File: src/rtl/pe_mac_stream.sv
// Systolic-array PE: registered A/B forwarding, framed multiply-accumulate, one-entry result buffer.
// Build option: define PE_SATURATE_EN to clamp the accumulator on overflow instead of wrapping.
module pe_mac_stream #(
    parameter int unsigned DATA_W = 8,
    parameter int unsigned ACC_W  = 24,
    parameter int unsigned SIGNED = 0
) (
    input  logic              i_clk,
    input  logic              i_arst,
    input  logic [DATA_W-1:0] i_a,
    input  logic              i_a_valid,
    input  logic              i_a_first,
    input  logic              i_a_last,
    input  logic [DATA_W-1:0] i_b,
    input  logic              i_b_valid,
    output logic [DATA_W-1:0] o_a,
    output logic              o_a_valid,
    output logic              o_a_first,
    output logic              o_a_last,
    output logic [DATA_W-1:0] o_b,
    output logic              o_b_valid,
    output logic [ACC_W-1:0]  o_y,
    output logic              o_y_valid,
    input  logic              i_y_ready,
    output logic              o_y_ovf,
    output logic              o_overrun
);

    localparam int unsigned PROD_W = 2 * DATA_W;
    localparam int unsigned EXT_W  = ACC_W + 1 - PROD_W;

    typedef enum logic {
        StIdle,
        StAcc
    } state_t;

    state_t state_q, state_d;

    logic [ACC_W-1:0]  acc_q, acc_d;
    logic              ovf_q, ovf_d;

    logic [DATA_W-1:0] a_q, b_q;
    logic              a_valid_q, a_first_q, a_last_q, b_valid_q;

    logic [ACC_W-1:0]  y_q;
    logic              y_valid_q, y_ovf_q, overrun_q;

    logic              fire;
    logic              is_signed;
    logic [PROD_W-1:0] a_ext, b_ext, prod;
    logic [ACC_W:0]    prod_ext, acc_ext, sum;
    logic              ovf_now;
    logic [ACC_W-1:0]  add_val;
    logic [ACC_W-1:0]  frame_acc;
    logic              frame_ovf;
    logic              complete;
    logic [ACC_W-1:0]  res_val;
    logic              res_ovf;

    assign fire      = i_a_valid & i_b_valid;
    assign is_signed = (SIGNED != 0);

    // Sign/zero extend operands first so the low PROD_W bits of one multiplier
    // are correct for both signed and unsigned builds.
    assign a_ext    = {{DATA_W{is_signed & i_a[DATA_W-1]}}, i_a};
    assign b_ext    = {{DATA_W{is_signed & i_b[DATA_W-1]}}, i_b};
    assign prod     = a_ext * b_ext;
    assign prod_ext = {{EXT_W{is_signed & prod[PROD_W-1]}}, prod};
    assign acc_ext  = {is_signed & acc_q[ACC_W-1], acc_q};
    assign sum      = acc_ext + prod_ext;
    assign ovf_now  = is_signed ? (sum[ACC_W] ^ sum[ACC_W-1]) : sum[ACC_W];

`ifdef PE_SATURATE_EN
    logic [ACC_W-1:0] sat_val;

    // In a signed sum the extra top bit carries the true sign, i.e. the overflow direction.
    always_comb begin
        sat_val = '1;
        if (is_signed) begin
            sat_val = sum[ACC_W] ? {1'b1, {(ACC_W-1){1'b0}}} : {1'b0, {(ACC_W-1){1'b1}}};
        end
    end

    // Once clamped, the accumulator holds for the rest of the frame.
    always_comb begin
        add_val = sum[ACC_W-1:0];
        if (ovf_q) begin
            add_val = acc_q;
        end else if (ovf_now) begin
            add_val = sat_val;
        end
    end
`else
    always_comb begin
        add_val = sum[ACC_W-1:0];
    end
`endif

    always_comb begin
        state_d   = state_q;
        acc_d     = acc_q;
        ovf_d     = ovf_q;
        frame_acc = acc_q;
        frame_ovf = ovf_q;
        complete  = 1'b0;
        res_val   = acc_q;
        res_ovf   = ovf_q;

        if (fire) begin
            if ((state_q == StIdle) || i_a_first) begin
                frame_acc = prod_ext[ACC_W-1:0];
                frame_ovf = 1'b0;
            end else begin
                frame_acc = add_val;
                frame_ovf = ovf_q | ovf_now;
            end

            if (i_a_last) begin
                complete = 1'b1;
                res_val  = frame_acc;
                res_ovf  = frame_ovf;
                acc_d    = '0;
                ovf_d    = 1'b0;
                state_d  = StIdle;
            end else begin
                acc_d    = frame_acc;
                ovf_d    = frame_ovf;
                state_d  = StAcc;
            end
        end
    end

    always_ff @(posedge i_clk or posedge i_arst) begin
        if (i_arst) begin
            state_q <= StIdle;
            acc_q   <= '0;
            ovf_q   <= 1'b0;
        end else begin
            state_q <= state_d;
            acc_q   <= acc_d;
            ovf_q   <= ovf_d;
        end
    end

    // Forwarding path is independent of the MAC and of result backpressure.
    always_ff @(posedge i_clk or posedge i_arst) begin
        if (i_arst) begin
            a_q       <= '0;
            a_valid_q <= 1'b0;
            a_first_q <= 1'b0;
            a_last_q  <= 1'b0;
            b_q       <= '0;
            b_valid_q <= 1'b0;
        end else begin
            if (i_a_valid) begin
                a_q <= i_a;
            end
            if (i_b_valid) begin
                b_q <= i_b;
            end
            a_valid_q <= i_a_valid;
            a_first_q <= i_a_first;
            a_last_q  <= i_a_last;
            b_valid_q <= i_b_valid;
        end
    end

    // Completion has priority over a read so a same-cycle read and reload keeps valid high.
    always_ff @(posedge i_clk or posedge i_arst) begin
        if (i_arst) begin
            y_q       <= '0;
            y_valid_q <= 1'b0;
            y_ovf_q   <= 1'b0;
            overrun_q <= 1'b0;
        end else begin
            overrun_q <= complete & y_valid_q & ~i_y_ready;
            if (complete) begin
                y_q       <= res_val;
                y_ovf_q   <= res_ovf;
                y_valid_q <= 1'b1;
            end else if (y_valid_q & i_y_ready) begin
                y_valid_q <= 1'b0;
            end
        end
    end

    assign o_a       = a_q;
    assign o_a_valid = a_valid_q;
    assign o_a_first = a_first_q;
    assign o_a_last  = a_last_q;
    assign o_b       = b_q;
    assign o_b_valid = b_valid_q;
    assign o_y       = y_q;
    assign o_y_valid = y_valid_q;
    assign o_y_ovf   = y_ovf_q;
    assign o_overrun = overrun_q;

endmodule
File: config.mk
export PLATFORM = sky130hd
export DESIGN_NAME = pe_mac_stream
export DESIGN_NICKNAME = d
export VERILOG_FILES = /design/src/rtl/pe_mac_stream.sv
export SDC_FILE = /design/constraint.sdc
export NUM_CORES = 1
export LEC_CHECK = 0
export ABC_AREA = 1
export BUFFER_PORTS_ARGS = -buffer_cell sky130_fd_sc_hd__buf_2
export CORE_AREA = 2 2 134 136
export DETAILED_ROUTE_END_ITERATION = 10
export DIE_AREA = 0 0 136 138
export PLACE_DENSITY = 0.62
export REMOVE_ABC_BUFFERS = 1
export SYNTH_ARGS = -nofsm -noshare
export SYNTH_HDL_FRONTEND = slang
export SYNTH_SLANG_ARGS = --single-unit
File: constraint.sdc
create_clock -name i_clk -period 2.3 [get_ports i_clk]
set_input_delay 0.46 -clock i_clk [delete_from_list [all_inputs] [get_ports i_clk]]
set_output_delay 0.46 -clock i_clk [all_outputs]
set_load 0.01 [all_outputs]
==> run_summary.xml <==
<?xml version="1.0" encoding="UTF-8"?>
<metrics>
  <group name="cells_and_area">
    <metric name="syn_to_final_growth" unit="%">48.8</metric>
    <metric name="antenna_cells" unit="">0</metric>
    <metric name="drive_gt1_frac" unit="">0.475</metric>
    <metric name="utilization" unit="">0.581</metric>
    <metric name="layout.cells.most_common" unit="">sky130_fd_sc_hd__nand2_1</metric>
    <metric name="final.fill_count" unit="">1518</metric>
    <metric name="final_cell_mix" unit="">205 x sky130_fd_sc_hd__nand2_1, 154 x sky130_fd_sc_hd__inv_1, 101 x sky130_fd_sc_hd__buf_4, 85 x sky130_fd_sc_hd__nand2_2, 73 x sky130_fd_sc_hd__dfrtp_1</metric>
    <metric name="multi_input_comb_area" unit="um2">5470</metric>
    <metric name="regArea" unit="um2">1830</metric>
    <metric name="layout.nets" unit="">1253</metric>
  </group>
  <group name="routing">
    <metric name="drt_iter0_drc" unit="">216</metric>
    <metric name="vias_per_cell" unit="">4.82</metric>
    <metric name="vias" unit="">6623</metric>
    <metric name="drt-pass1-iter-count" unit="">6</metric>
    <metric name="route.detailed.drc" unit="">0</metric>
    <metric name="postRouteWirelength" unit="mm">19.8</metric>
    <metric name="detail_route.wl_per_cell" unit="um">14.4</metric>
    <metric name="antenna_violating_nets_post_route" unit="">0</metric>
  </group>
  <group name="setup_path">
    <metric name="ff2ff_setup_slack" unit="ps">180</metric>
    <metric name="worstSetupStartpointType" unit="">primary input</metric>
    <metric name="critical_path_peak_fanout" unit="">6</metric>
    <metric name="setup.worst_path.end_class" unit="">flop</metric>
    <metric name="reg2reg_to" unit="">o_y[12]</metric>
    <metric name="critical_path.slowest_cell" unit="">sky130_fd_sc_hd__fa_1</metric>
    <metric name="crit_path_start" unit="">i_b[2]</metric>
    <metric name="crit_arrival" unit="ps">4930</metric>
    <metric name="worstPathRequired" unit="ps">2530</metric>
    <metric name="endpoint" unit="">o_y[19]</metric>
    <metric name="worstRegToRegCells" unit="">14</metric>
    <metric name="timing.critical_path.slowest_cell_delay" unit="ps">570</metric>
    <metric name="worst_r2r_startpoint" unit="">acc_q[0]</metric>
    <metric name="timing.critical_path.mode_cell" unit="">sky130_fd_sc_hd__nand2_2</metric>
    <metric name="crit_type" unit="">in -&gt; reg</metric>
  </group>
  <group name="logic_synthesis">
    <metric name="synth-edff-count" unit="">0</metric>
    <metric name="synth_compound_area_frac" unit="">0.0574</metric>
    <metric name="synth_sequential_area_ratio" unit="">0.267</metric>
    <metric name="mappedNetlistArea" unit="um2">6850</metric>
    <metric name="synth_top_flop_cell" unit="">sky130_fd_sc_hd__dfrtp_1</metric>
    <metric name="synthMuxAreaShare" unit="">0.0278</metric>
    <metric name="yosysUniqueCellTypes" unit="">44</metric>
    <metric name="yosys.area_share.xor_xnor" unit="">0.00768</metric>
    <metric name="synth-seq-cells" unit="">73</metric>
    <metric name="yosys.area_share.adder" unit="">0.205</metric>
    <metric name="share_of_synthesized_registers_carrying_an_async_set_or_reset" unit="">1.00</metric>
    <metric name="post_synth_and_or_nand_nor_area_fraction" unit="">0.300</metric>
    <metric name="main_combinational_cell_family_by_area_after_synthesis" unit="">simple AND/OR/NAND/NOR gates</metric>
    <metric name="yosysWarningCount" unit="">0</metric>
    <metric name="postSynthAreaPerCell" unit="um2">7.08</metric>
    <metric name="synth_instances" unit="">967</metric>
  </group>
  <group name="floorplan">
    <metric name="fp.dieW" unit="um">136</metric>
    <metric name="die_height" unit="um">138</metric>
    <metric name="floorplan.die_area" unit="um2">18800</metric>
    <metric name="core_area" unit="um2">17500</metric>
    <metric name="pin_count" unit="">70</metric>
    <metric name="rows" unit="">49</metric>
    <metric name="initial_utilization" unit="">0.390</metric>
  </group>
  <group name="outcome">
    <metric name="violations" unit="">setup timing</metric>
    <metric name="run_status" unit="">complete, but fails checks</metric>
  </group>
  <group name="timing">
    <metric name="rsz_0062_raised_after_global_routing" unit="">true</metric>
    <metric name="finalWorstPathRequiredPeriod" unit="ps">4690</metric>
    <metric name="maxSlewViolCount" unit="">0</metric>
    <metric name="timing.fmax" unit="MHz">213</metric>
    <metric name="hold_slack" unit="ps">187</metric>
    <metric name="postLayoutSetupSlackWorst" unit="ps">-2390</metric>
    <metric name="final-hold-violation-count" unit="">0</metric>
    <metric name="slew-limit-headroom" unit="">0.725</metric>
    <metric name="final_sum_of_negative_setup_slack" unit="ps">-93410</metric>
    <metric name="final_setup_violating_endpoints" unit="">44</metric>
    <metric name="worst_pin_slew" unit="ps">412</metric>
    <metric name="clock_skew" unit="ps">6.96</metric>
    <metric name="post-route-period-util" unit="">2.04</metric>
  </group>
  <group name="pwr">
    <metric name="finalPower" unit="uW">14200</metric>
    <metric name="powerDensity" unit="nW/um2">1390</metric>
    <metric name="leakagePower" unit="uW">0.00544</metric>
    <metric name="irDropWorstVdd" unit="uV">764</metric>
  </group>
  <group name="place">
    <metric name="globalplace.congestion" unit="">0.863</metric>
    <metric name="post-dp-hpwl" unit="mm">13.5</metric>
    <metric name="placement.io_buffers" unit="">69</metric>
  </group>
  <group name="clocking">
    <metric name="clk_pin_slew" unit="ps">60</metric>
    <metric name="clk_root_buffer_cell" unit="">sky130_fd_sc_hd__clkbuf_16</metric>
    <metric name="latest_clock_arrival_within_the_worst_skew_pair" unit="ps">350</metric>
    <metric name="clk_path_buf_depth" unit="">2</metric>
    <metric name="postCtsHoldBufs" unit="">0</metric>
    <metric name="clock_tree_from_tritoncts" unit="">built</metric>
    <metric name="numCtsBuffers" unit="">9</metric>
    <metric name="cts_sinks" unit="">73</metric>
    <metric name="h-tree-depth" unit="">3</metric>
  </group>
  <group name="global_route">
    <metric name="first_pass_grt_wire_length" unit="mm">30.7</metric>
    <metric name="gr-total-overflow" unit="">0</metric>
    <metric name="first_global_vias" unit="">6491</metric>
    <metric name="antenna_found_initial" unit="">0</metric>
    <metric name="grt.total_usage" unit="">0.206</metric>
    <metric name="grt_max_degree" unit="">74</metric>
  </group>
  <group name="hold_path">
    <metric name="hold_path_class" unit="">in -&gt; async</metric>
  </group>
  <group name="run">
    <metric name="drv.max_cap_violation_count" unit="">0</metric>
  </group>
</metrics>
[flip-flops by register name, summed over array words and instances (netlist names)]
| name | count |
|---|---|
| acc_q | 24 |
| o_y | 24 |
| o_a | 8 |
| o_b | 8 |
| o_a_first | 1 |
| o_a_last | 1 |
| o_a_valid | 1 |
| o_b_valid | 1 |
| o_overrun | 1 |
| o_y_ovf | 1 |
| o_y_valid | 1 |
| ovf_q | 1 |
| state_q | 1 |
[worst max-delay path: cells and delay by family]
family	cells	cell delay (ps)
AND/OR/NAND/NOR	16	1400
AO/OA/AOI/OAI	1	80
adder cells (fa/ha/maj)	6	2540
buffers and inverters	6	450
[report_power, final]
part / total [uW] / switching [uW] / internal (uW)
sequential: 1730 / 180 / 1550
combinational: 10900 / 5940 / 4960
clock: 1570 / 590 / 983
total: 14200 / 6710 / 7490
[area by class of cell]
cell class | count | area share
multi-input combinational | 656 | 0.537
sequential | 73 | 0.179
timing repair buffer | 191 | 0.146
inverter | 209 | 0.0781
tap | 229 | 0.0281
clock buffer | 12 | 0.0242
clock inverter | 4 | 0.00749
[synthesized netlist by cell type, types with 5 or more instances]
library cell | n | area, um2
sky130_fd_sc_hd__inv_1 | 207 | 777
sky130_fd_sc_hd__ha_1 | 53 | 663
sky130_fd_sc_hd__mux2_2 | 16 | 180
sky130_fd_sc_hd__dfrtp_1 | 73 | 1830
sky130_fd_sc_hd__nand2_1 | 314 | 1180
sky130_fd_sc_hd__o22ai_1 | 5 | 31.3
sky130_fd_sc_hd__o21ai_0 | 22 | 110
sky130_fd_sc_hd__nand3_1 | 62 | 310
sky130_fd_sc_hd__nor2_1 | 41 | 154
sky130_fd_sc_hd__a21oi_1 | 21 | 105
sky130_fd_sc_hd__and2_1 | 7 | 43.8
sky130_fd_sc_hd__fa_1 | 37 | 741
sky130_fd_sc_hd__or2_2 | 13 | 81.3
sky130_fd_sc_hd__o21ai_1 | 7 | 35.0
sky130_fd_sc_hd__clkbuf_1 | 21 | 78.8
sky130_fd_sc_hd__nand4_1 | 9 | 56.3
sky130_fd_sc_hd__nand2_2 | 7 | 43.8
[worst min path at each step]
stage          startpoint        end  slack, ps  cells past startpoint
2_1_floorplan   acc_q[10]  acc_q[10]        460                      2
3_3_place_gp       o_y[6]     o_y[6]        470                      2
3_5_place_dp    acc_q[12]  acc_q[12]        470                      2
4_1_cts            i_arst     o_b[1]        200                      3
5_1_grt            i_arst     o_b[2]        220                      3
6_report           i_arst     o_b[1]        190                      3
[cells by family (layout without fill, tap and decap cells)]
kind of cell,after synthesis,after routing
AO/OA/AOI/OAI,69,69
XOR/XNOR,6,6
adder cells (fa/ha/maj),90,90
buffers and inverters,238,416
flip-flops,73,73
multiplexers,17,17
AND/OR/NAND/NOR,474,474
[metal layers]
layer	part of all wire	vias to the layer above	global-route usage
li1	-	3266	-
met1	0.42	3174	0.248
met2	0.52	141	0.368
met3	0.034	42	0.0319
met4	0.028	0	0.0707
met5	0	-	0
[through the flow]
stage | cell area [um2] | worst slack (ps) | instances
finish | 10200 | -2390 | 1374
global route | 10200 | -2580 | 1374
CTS | 9560 | -2300 | 1362
detailed placement | 8050 | -3200 | 1327
global placement | 8050 | -3190 | 1327
floorplan | 6700 | -2580 | 938
[what timing repair did]
item,4_1_cts,5_1_grt
setup buffers,19,14
gates resized for setup,252,167
setup endpoints to repair,46,46
cloned,0,0
pin swaps,96,91
hold endpoints to repair,0,0
No activity file was read; power rests on OpenSTA's default activity.
